File: config.mk
export PLATFORM = sky130hd
export DESIGN_NAME = spi_master_tx
export DESIGN_NICKNAME = d
export VERILOG_FILES = /design/src/rtl/spi_master_tx.sv
export SDC_FILE = /design/constraint.sdc
export NUM_CORES = 1
export LEC_CHECK = 0
export BUFFER_PORTS_ARGS = -buffer_cell sky130_fd_sc_hd__buf_2
export CAP_MARGIN = 20
export CORE_MARGIN = 2
export CORE_UTILIZATION = 51
export CTS_CLUSTER_DIAMETER = 60
export DETAILED_ROUTE_END_ITERATION = 12
export MAX_ROUTING_LAYER = met4
export PLACE_DENSITY = 0.74
export SLEW_MARGIN = 20
export SYNTH_ARGS = -nofsm -noshare
export SYNTH_HDL_FRONTEND = slang
export SYNTH_SLANG_ARGS = --single-unit
File: constraint.sdc
create_clock -name sys_clk -period 1.8 [get_ports sys_clk]
set_input_delay 0.36 -clock sys_clk [delete_from_list [all_inputs] [get_ports sys_clk]]
set_output_delay 0.36 -clock sys_clk [all_outputs]
set_load 0.05 [all_outputs]
File: src/rtl/spi_master_tx.sv
// SPI initiator: mode 0, MSB first, SS active high, registered outputs.
// Define SPI_SS_ACTIVE_LOW_EN to make ss_out active low.
module spi_master_tx #(
    parameter int DATA_SIZE          = 8,
    parameter int HALF_PERIOD_CYCLES = 10,
    parameter int SS_SETUP_CYCLES    = 20,
    parameter int SS_HOLD_CYCLES     = 20
) (
    input  logic                 sys_clk,
    input  logic                 rst,
    input  logic                 start,
    input  logic [DATA_SIZE-1:0] mosi_data,
    output logic                 busy,
    output logic                 done,
    output logic [DATA_SIZE-1:0] miso_data,
    input  logic                 miso_in,
    output logic                 mosi_out,
    output logic                 sclk_out,
    output logic                 ss_out
);

`ifdef SPI_SS_ACTIVE_LOW_EN
    localparam logic SS_ON  = 1'b0;
    localparam logic SS_OFF = 1'b1;
`else
    localparam logic SS_ON  = 1'b1;
    localparam logic SS_OFF = 1'b0;
`endif

    localparam int CMAX_A = (SS_SETUP_CYCLES > SS_HOLD_CYCLES) ?
                            SS_SETUP_CYCLES : SS_HOLD_CYCLES;
    localparam int CMAX   = (CMAX_A > HALF_PERIOD_CYCLES) ?
                            CMAX_A : HALF_PERIOD_CYCLES;
    localparam int CW     = (CMAX > 1) ? $clog2(CMAX) : 1;
    localparam int BW     = (DATA_SIZE > 1) ? $clog2(DATA_SIZE) : 1;

    localparam logic [CW-1:0] SETUP_LAST = CW'(SS_SETUP_CYCLES - 1);
    localparam logic [CW-1:0] HALF_LAST  = CW'(HALF_PERIOD_CYCLES - 1);
    localparam logic [CW-1:0] HOLD_LAST  = CW'(SS_HOLD_CYCLES - 1);
    localparam logic [BW-1:0] BIT_FIRST  = BW'(DATA_SIZE - 1);

    typedef enum logic [2:0] {
        IDLE,
        SETUP,
        LOW,
        HIGH,
        HOLD
    } state_t;

    state_t               state_q, state_d;
    logic [CW-1:0]        cnt_q, cnt_d;
    logic [BW-1:0]        bit_q, bit_d;
    logic [DATA_SIZE-1:0] tx_q, tx_d;
    logic [DATA_SIZE-1:0] rx_q, rx_d;
    logic [DATA_SIZE-1:0] miso_data_d;
    logic                 ss_d, sclk_d, mosi_d, busy_d, done_d;
    logic                 miso_meta, miso_s;

    // miso_in is asynchronous to sys_clk
    always_ff @(posedge sys_clk or posedge rst) begin
        if (rst) begin
            miso_meta <= 1'b0;
            miso_s    <= 1'b0;
        end else begin
            miso_meta <= miso_in;
            miso_s    <= miso_meta;
        end
    end

    always_ff @(posedge sys_clk or posedge rst) begin
        if (rst) begin
            state_q   <= IDLE;
            cnt_q     <= '0;
            bit_q     <= '0;
            tx_q      <= '0;
            rx_q      <= '0;
            miso_data <= '0;
            ss_out    <= SS_OFF;
            sclk_out  <= 1'b0;
            mosi_out  <= 1'b0;
            busy      <= 1'b0;
            done      <= 1'b0;
        end else begin
            state_q   <= state_d;
            cnt_q     <= cnt_d;
            bit_q     <= bit_d;
            tx_q      <= tx_d;
            rx_q      <= rx_d;
            miso_data <= miso_data_d;
            ss_out    <= ss_d;
            sclk_out  <= sclk_d;
            mosi_out  <= mosi_d;
            busy      <= busy_d;
            done      <= done_d;
        end
    end

    // outputs are computed for the next cycle and registered above
    always_comb begin
        state_d     = state_q;
        cnt_d       = cnt_q;
        bit_d       = bit_q;
        tx_d        = tx_q;
        rx_d        = rx_q;
        miso_data_d = miso_data;
        ss_d        = ss_out;
        sclk_d      = sclk_out;
        mosi_d      = mosi_out;
        busy_d      = busy;
        done_d      = 1'b0;

        unique case (state_q)
            IDLE: begin
                if (start) begin
                    state_d = SETUP;
                    cnt_d   = '0;
                    bit_d   = BIT_FIRST;
                    tx_d    = mosi_data;
                    rx_d    = '0;
                    ss_d    = SS_ON;
                    sclk_d  = 1'b0;
                    mosi_d  = mosi_data[DATA_SIZE-1];
                    busy_d  = 1'b1;
                end
            end
            SETUP: begin
                if (cnt_q == SETUP_LAST) begin
                    state_d = LOW;
                    cnt_d   = '0;
                end else begin
                    cnt_d = cnt_q + CW'(1);
                end
            end
            LOW: begin
                if (cnt_q == HALF_LAST) begin
                    state_d = HIGH;
                    cnt_d   = '0;
                    sclk_d  = 1'b1;
                    rx_d    = rx_q << 1;
                    rx_d[0] = miso_s;
                end else begin
                    cnt_d = cnt_q + CW'(1);
                end
            end
            HIGH: begin
                if (cnt_q == HALF_LAST) begin
                    cnt_d  = '0;
                    sclk_d = 1'b0;
                    if (bit_q == '0) begin
                        state_d = HOLD;
                        mosi_d  = 1'b0;
                    end else begin
                        state_d = LOW;
                        bit_d   = bit_q - BW'(1);
                        tx_d    = tx_q << 1;
                        mosi_d  = tx_d[DATA_SIZE-1];
                    end
                end else begin
                    cnt_d = cnt_q + CW'(1);
                end
            end
            HOLD: begin
                if (cnt_q == HOLD_LAST) begin
                    state_d     = IDLE;
                    cnt_d       = '0;
                    ss_d        = SS_OFF;
                    busy_d      = 1'b0;
                    done_d      = 1'b1;
                    miso_data_d = rx_q;
                end else begin
                    cnt_d = cnt_q + CW'(1);
                end
            end
            default: begin
                state_d = IDLE;
            end
        endcase
    end

endmodule

==> out/metrics.csv <==
metric;value;unit
setup violation total in the final timing report;0;
slew at the pin closest to its max-slew limit;481;ps
clock root cell;sky130_fd_sc_hd__clkbuf_8;
placed wire-length estimate;2.74;mm
cell types with the largest area share after synthesis;sky130_fd_sc_hd__dfrtp_1, sky130_fd_sc_hd__nand2_1, sky130_fd_sc_hd__mux2i_1;
count of distinct cell types in the synthesized netlist;42;
net switching power;1.25;mW
clock sink count;40;
Logic pwr share;38.0;%
clock latency at the later pin of the worst-skew pair;290;ps
RSZ-0062 raised after global routing;true;
Crit. Startpoint;cnt_q[1]$_DFFE_PP0P_;
launching element type of the critical path;register;
sequential area share after synthesis;50.6;%
fraction of synthesized area in multiplexers;14.2;%
area share of the largest cell type after synthesis;50.6;%
Critical-path top delay cell;sky130_fd_sc_hd__dfrtp_1;
average detailed-routed wire length per instance;14.4;um
maximum number of pins on one net before global-route repair;41;
Period Utilization, post-route;99.7;%
Slew headroom;67.9;%
critical path's largest stage delay;390;ps
detailed-route wire length;4.00;mm
clock tree from TritonCTS;built;
post-layout util;67.1;%
number of synthesized register bits;40;
number of antenna violations at the first check in global routing;0;
final hold violations;0;
final critical delay including setup and external delays;1790;ps
all-layer global routing usage;21.0;%
overall die width;66.3;um
part of the total power dissipated in sequential elements;40.9;%
Detail Route Antenna Nets;0;
share of cells above drive strength 1;34.5;%
met2 track utilization from global routing;32.0;%
area enclosed by the die boundary;4390;um2
vias per std cell;5.31;
Clk network pwr share;21.1;%
maximum number of buffers from clock root to sink;2;
total number of yosys warnings;0;
simple-gate share of the synthesized area;17.0;%
iteration count of the initial detailed-routing pass;4;
Worst EP arrival;1980;ps
worst reg2reg path startpoint;cnt_q[1]$_DFFE_PP0P_;
crit path max fanout;6;
vertical die dimension;66.3;um
most common library cells after synthesis;sky130_fd_sc_hd__dfrtp_1, sky130_fd_sc_hd__nand2_1, sky130_fd_sc_hd__inv_1;
first-pass GRT wire length;6.64;mm
Switching Share;36.2;%
series of cell instances along the critical path;inv_1 > ha_2 > and4bb_2 > nand4_4 > a21oi_4 > buf_12 > mux2_4;
overflow left after global routing;0;
initial cell density of the core;53.6;%
Compound-Gate Fraction of Synth Area;9.24;%
achievable frequency;557;MHz
H-tree depth;2;
CTS clock-pin slew for the worst setup and hold paths;80;ps
Layout area overhead;25.1;%
Post-Synth XOR/XNOR Area;0.443;%
power density over the cells;1390;nW/um2
synthesized area divided by synthesized cell count;10.8;um2
number of pins exceeding their max-slew limit in the final report;0;
VDD IR-drop max;0.865;mV
post-layout net count;244;
internal power consumption;2.20;mW
final non-filler cell total;277;
number of cell rows;22;
post-synthesis cell count;183;
EDFF count, synth;0;
hold wc startpoint;miso_in;
most common flop cell mapped by yosys;sky130_fd_sc_hd__dfrtp_1;
Mapped Area;1980;um2
Inserted Diodes;0;
Max Clock Skew;2.95;ps
First DRT Iteration DRCs;98;
max-cap violation count;0;
CORE AREA;3690;um2
outcome;completed;
kind of end point of the critical path;register;
main combinational cell family by area after synthesis;simple AND/OR/NAND/NOR gates;
GR met3 Demand/Resource;4.09;%
met1 Resource Use GR;26.8;%
DP Cell Count;262;
Vias;1470;
synthesized-area fraction occupied by adder cells;2.53;%
critical path type;reg -> reg;
via count of the first global-routing pass;1470;
total nets after synthesis;199;
Placer Congestion;0.859;
most used routing layer;met2;
Design Power;3.45;mW
required time of the worst setup path;1980;ps
most frequent cell after synthesis;sky130_fd_sc_hd__dfrtp_1;
Num CTS Buffers;5;
Tightest Hold Check Type;in -> reg;
# IOs;25;
leakage power;1.18;nW
number of DRC violations after detailed routing;0;
cell type with the highest aggregate area in the netlist;sky130_fd_sc_hd__dfrtp_1;
number of I/O port buffers;24;
fraction of registers with async set/reset;100;%
-- final cells by class --
type	instances	area, um2
sequential	40	1000
fill	293	1210
inverter	18	67.6
timing repair buffer	46	319
tap	48	60.1
multi-input combinational	117	913
clock inverter	3	42.5
clock buffer	5	68.8
-- registers in the layout, summed over array words and instances (netlist names) --
register / count
miso_data: 8
sclk_out: 1
miso_s: 1
mosi_out: 1
bit_q: 3
done: 1
miso_meta: 1
ss_out: 1
state_q: 3
tx_q: 7
cnt_q: 5
rx_q: 8
-- critical path: cells and delay by family, from the launching register on --
family                   cells  cell delay [ps]
AO/OA/AOI/OAI                1              210
adder cells (fa/ha/maj)      1              180
flip-flops                   1              390
buffers and inverters        2              220
multiplexers                 1              290
AND/OR/NAND/NOR              2              390
-- power by group through the flow --
| stage | registers [mW] | clock network [mW] | logic [mW] |
|---|---|---|---|
| after floorplan | 1.44 | 0 | 0.720 |
| after global placement | 1.37 | 0 | 0.987 |
| after detailed placement | 1.39 | 0 | 1.04 |
| after CTS | 1.38 | 0.734 | 1.06 |
| after global routing | 1.45 | 0.775 | 1.44 |
| final | 1.41 | 0.727 | 1.31 |
-- final timing paths --
path / cells past startpoint / slack [ps] / end
setup / recovery: 7 / 5 / tx_q[3]$_DFFE_PP0P_
hold / removal: 1 / 160 / miso_meta$_DFF_PP0_
min in group asynchronous: 3 / 170 / ss_out$_DFFE_PP0P_
hold reg to reg: 0 / 360 / miso_s$_DFF_PP0_
max in group asynchronous: 3 / 1270 / cnt_q[0]$_DFFE_PP0P_
setup reg to reg: 7 / 5 / tx_q[3]$_DFFE_PP0P_
-- kinds of logic (layout without fill, tap and decap cells) --
family / after synthesis / in the layout
AOI/OAI and AO/OA: 26 / 26
and+or+nand+nor: 62 / 62
DFF: 40 / 40
xor gates and xnor gates: 1 / 1
adders and majority gates: 4 / 4
buffers and inverters: 26 / 72
muxes: 24 / 24
-- metrics by stage --
step / TNS [ps] / area (um2) / setup slack [ps] / hold WS (ps)
after floorplan: 0 / 1980 / 27.6 / 331
after global placement: 0 / 2230 / 49.9 / 335
after detailed placement: -105 / 2230 / -28.6 / 345
after CTS: 0 / 2370 / 4.73 / 159
after global routing: -863 / 2470 / -83.0 / 166
final: 0 / 2470 / 5.10 / 165
-- metal layers --
layer,up-vias,wire (um)
li1,710,-
met1,723,1770
met2,28,2010
met3,9,146
met4,0,76
met5,-,0
-- repair_timing --
action,in CTS,in global routing
gates resized for setup,1,14
endpoints found under the setup margin,9,26
setup buffers,2,4
endpoints found under the hold margin,0,0
hold buffers,0,0
cloned,0,1
pin swaps,1,6
-- cells in the final DEF, fill, tap and decap left out, drive strengths merged, types with 2 or more instances in the layout --
master | synthesis | routed
clkbuf | 1 | 5
buf | 7 | 46
mux2 | 15 | 15
dfrtp | 40 | 40
a21oi | 5 | 5
o21a | 4 | 4
nand2 | 36 | 36
nand4bb | 2 | 2
a211o | 2 | 2
nor2 | 3 | 3
o21ai | 7 | 7
nor3 | 4 | 4
mux2i | 9 | 9
nand3 | 6 | 6
ha | 4 | 4
nor4b | 2 | 2
inv | 18 | 18
o31ai | 2 | 2
and3 | 2 | 2
Power figures use the tool's default switching activity.
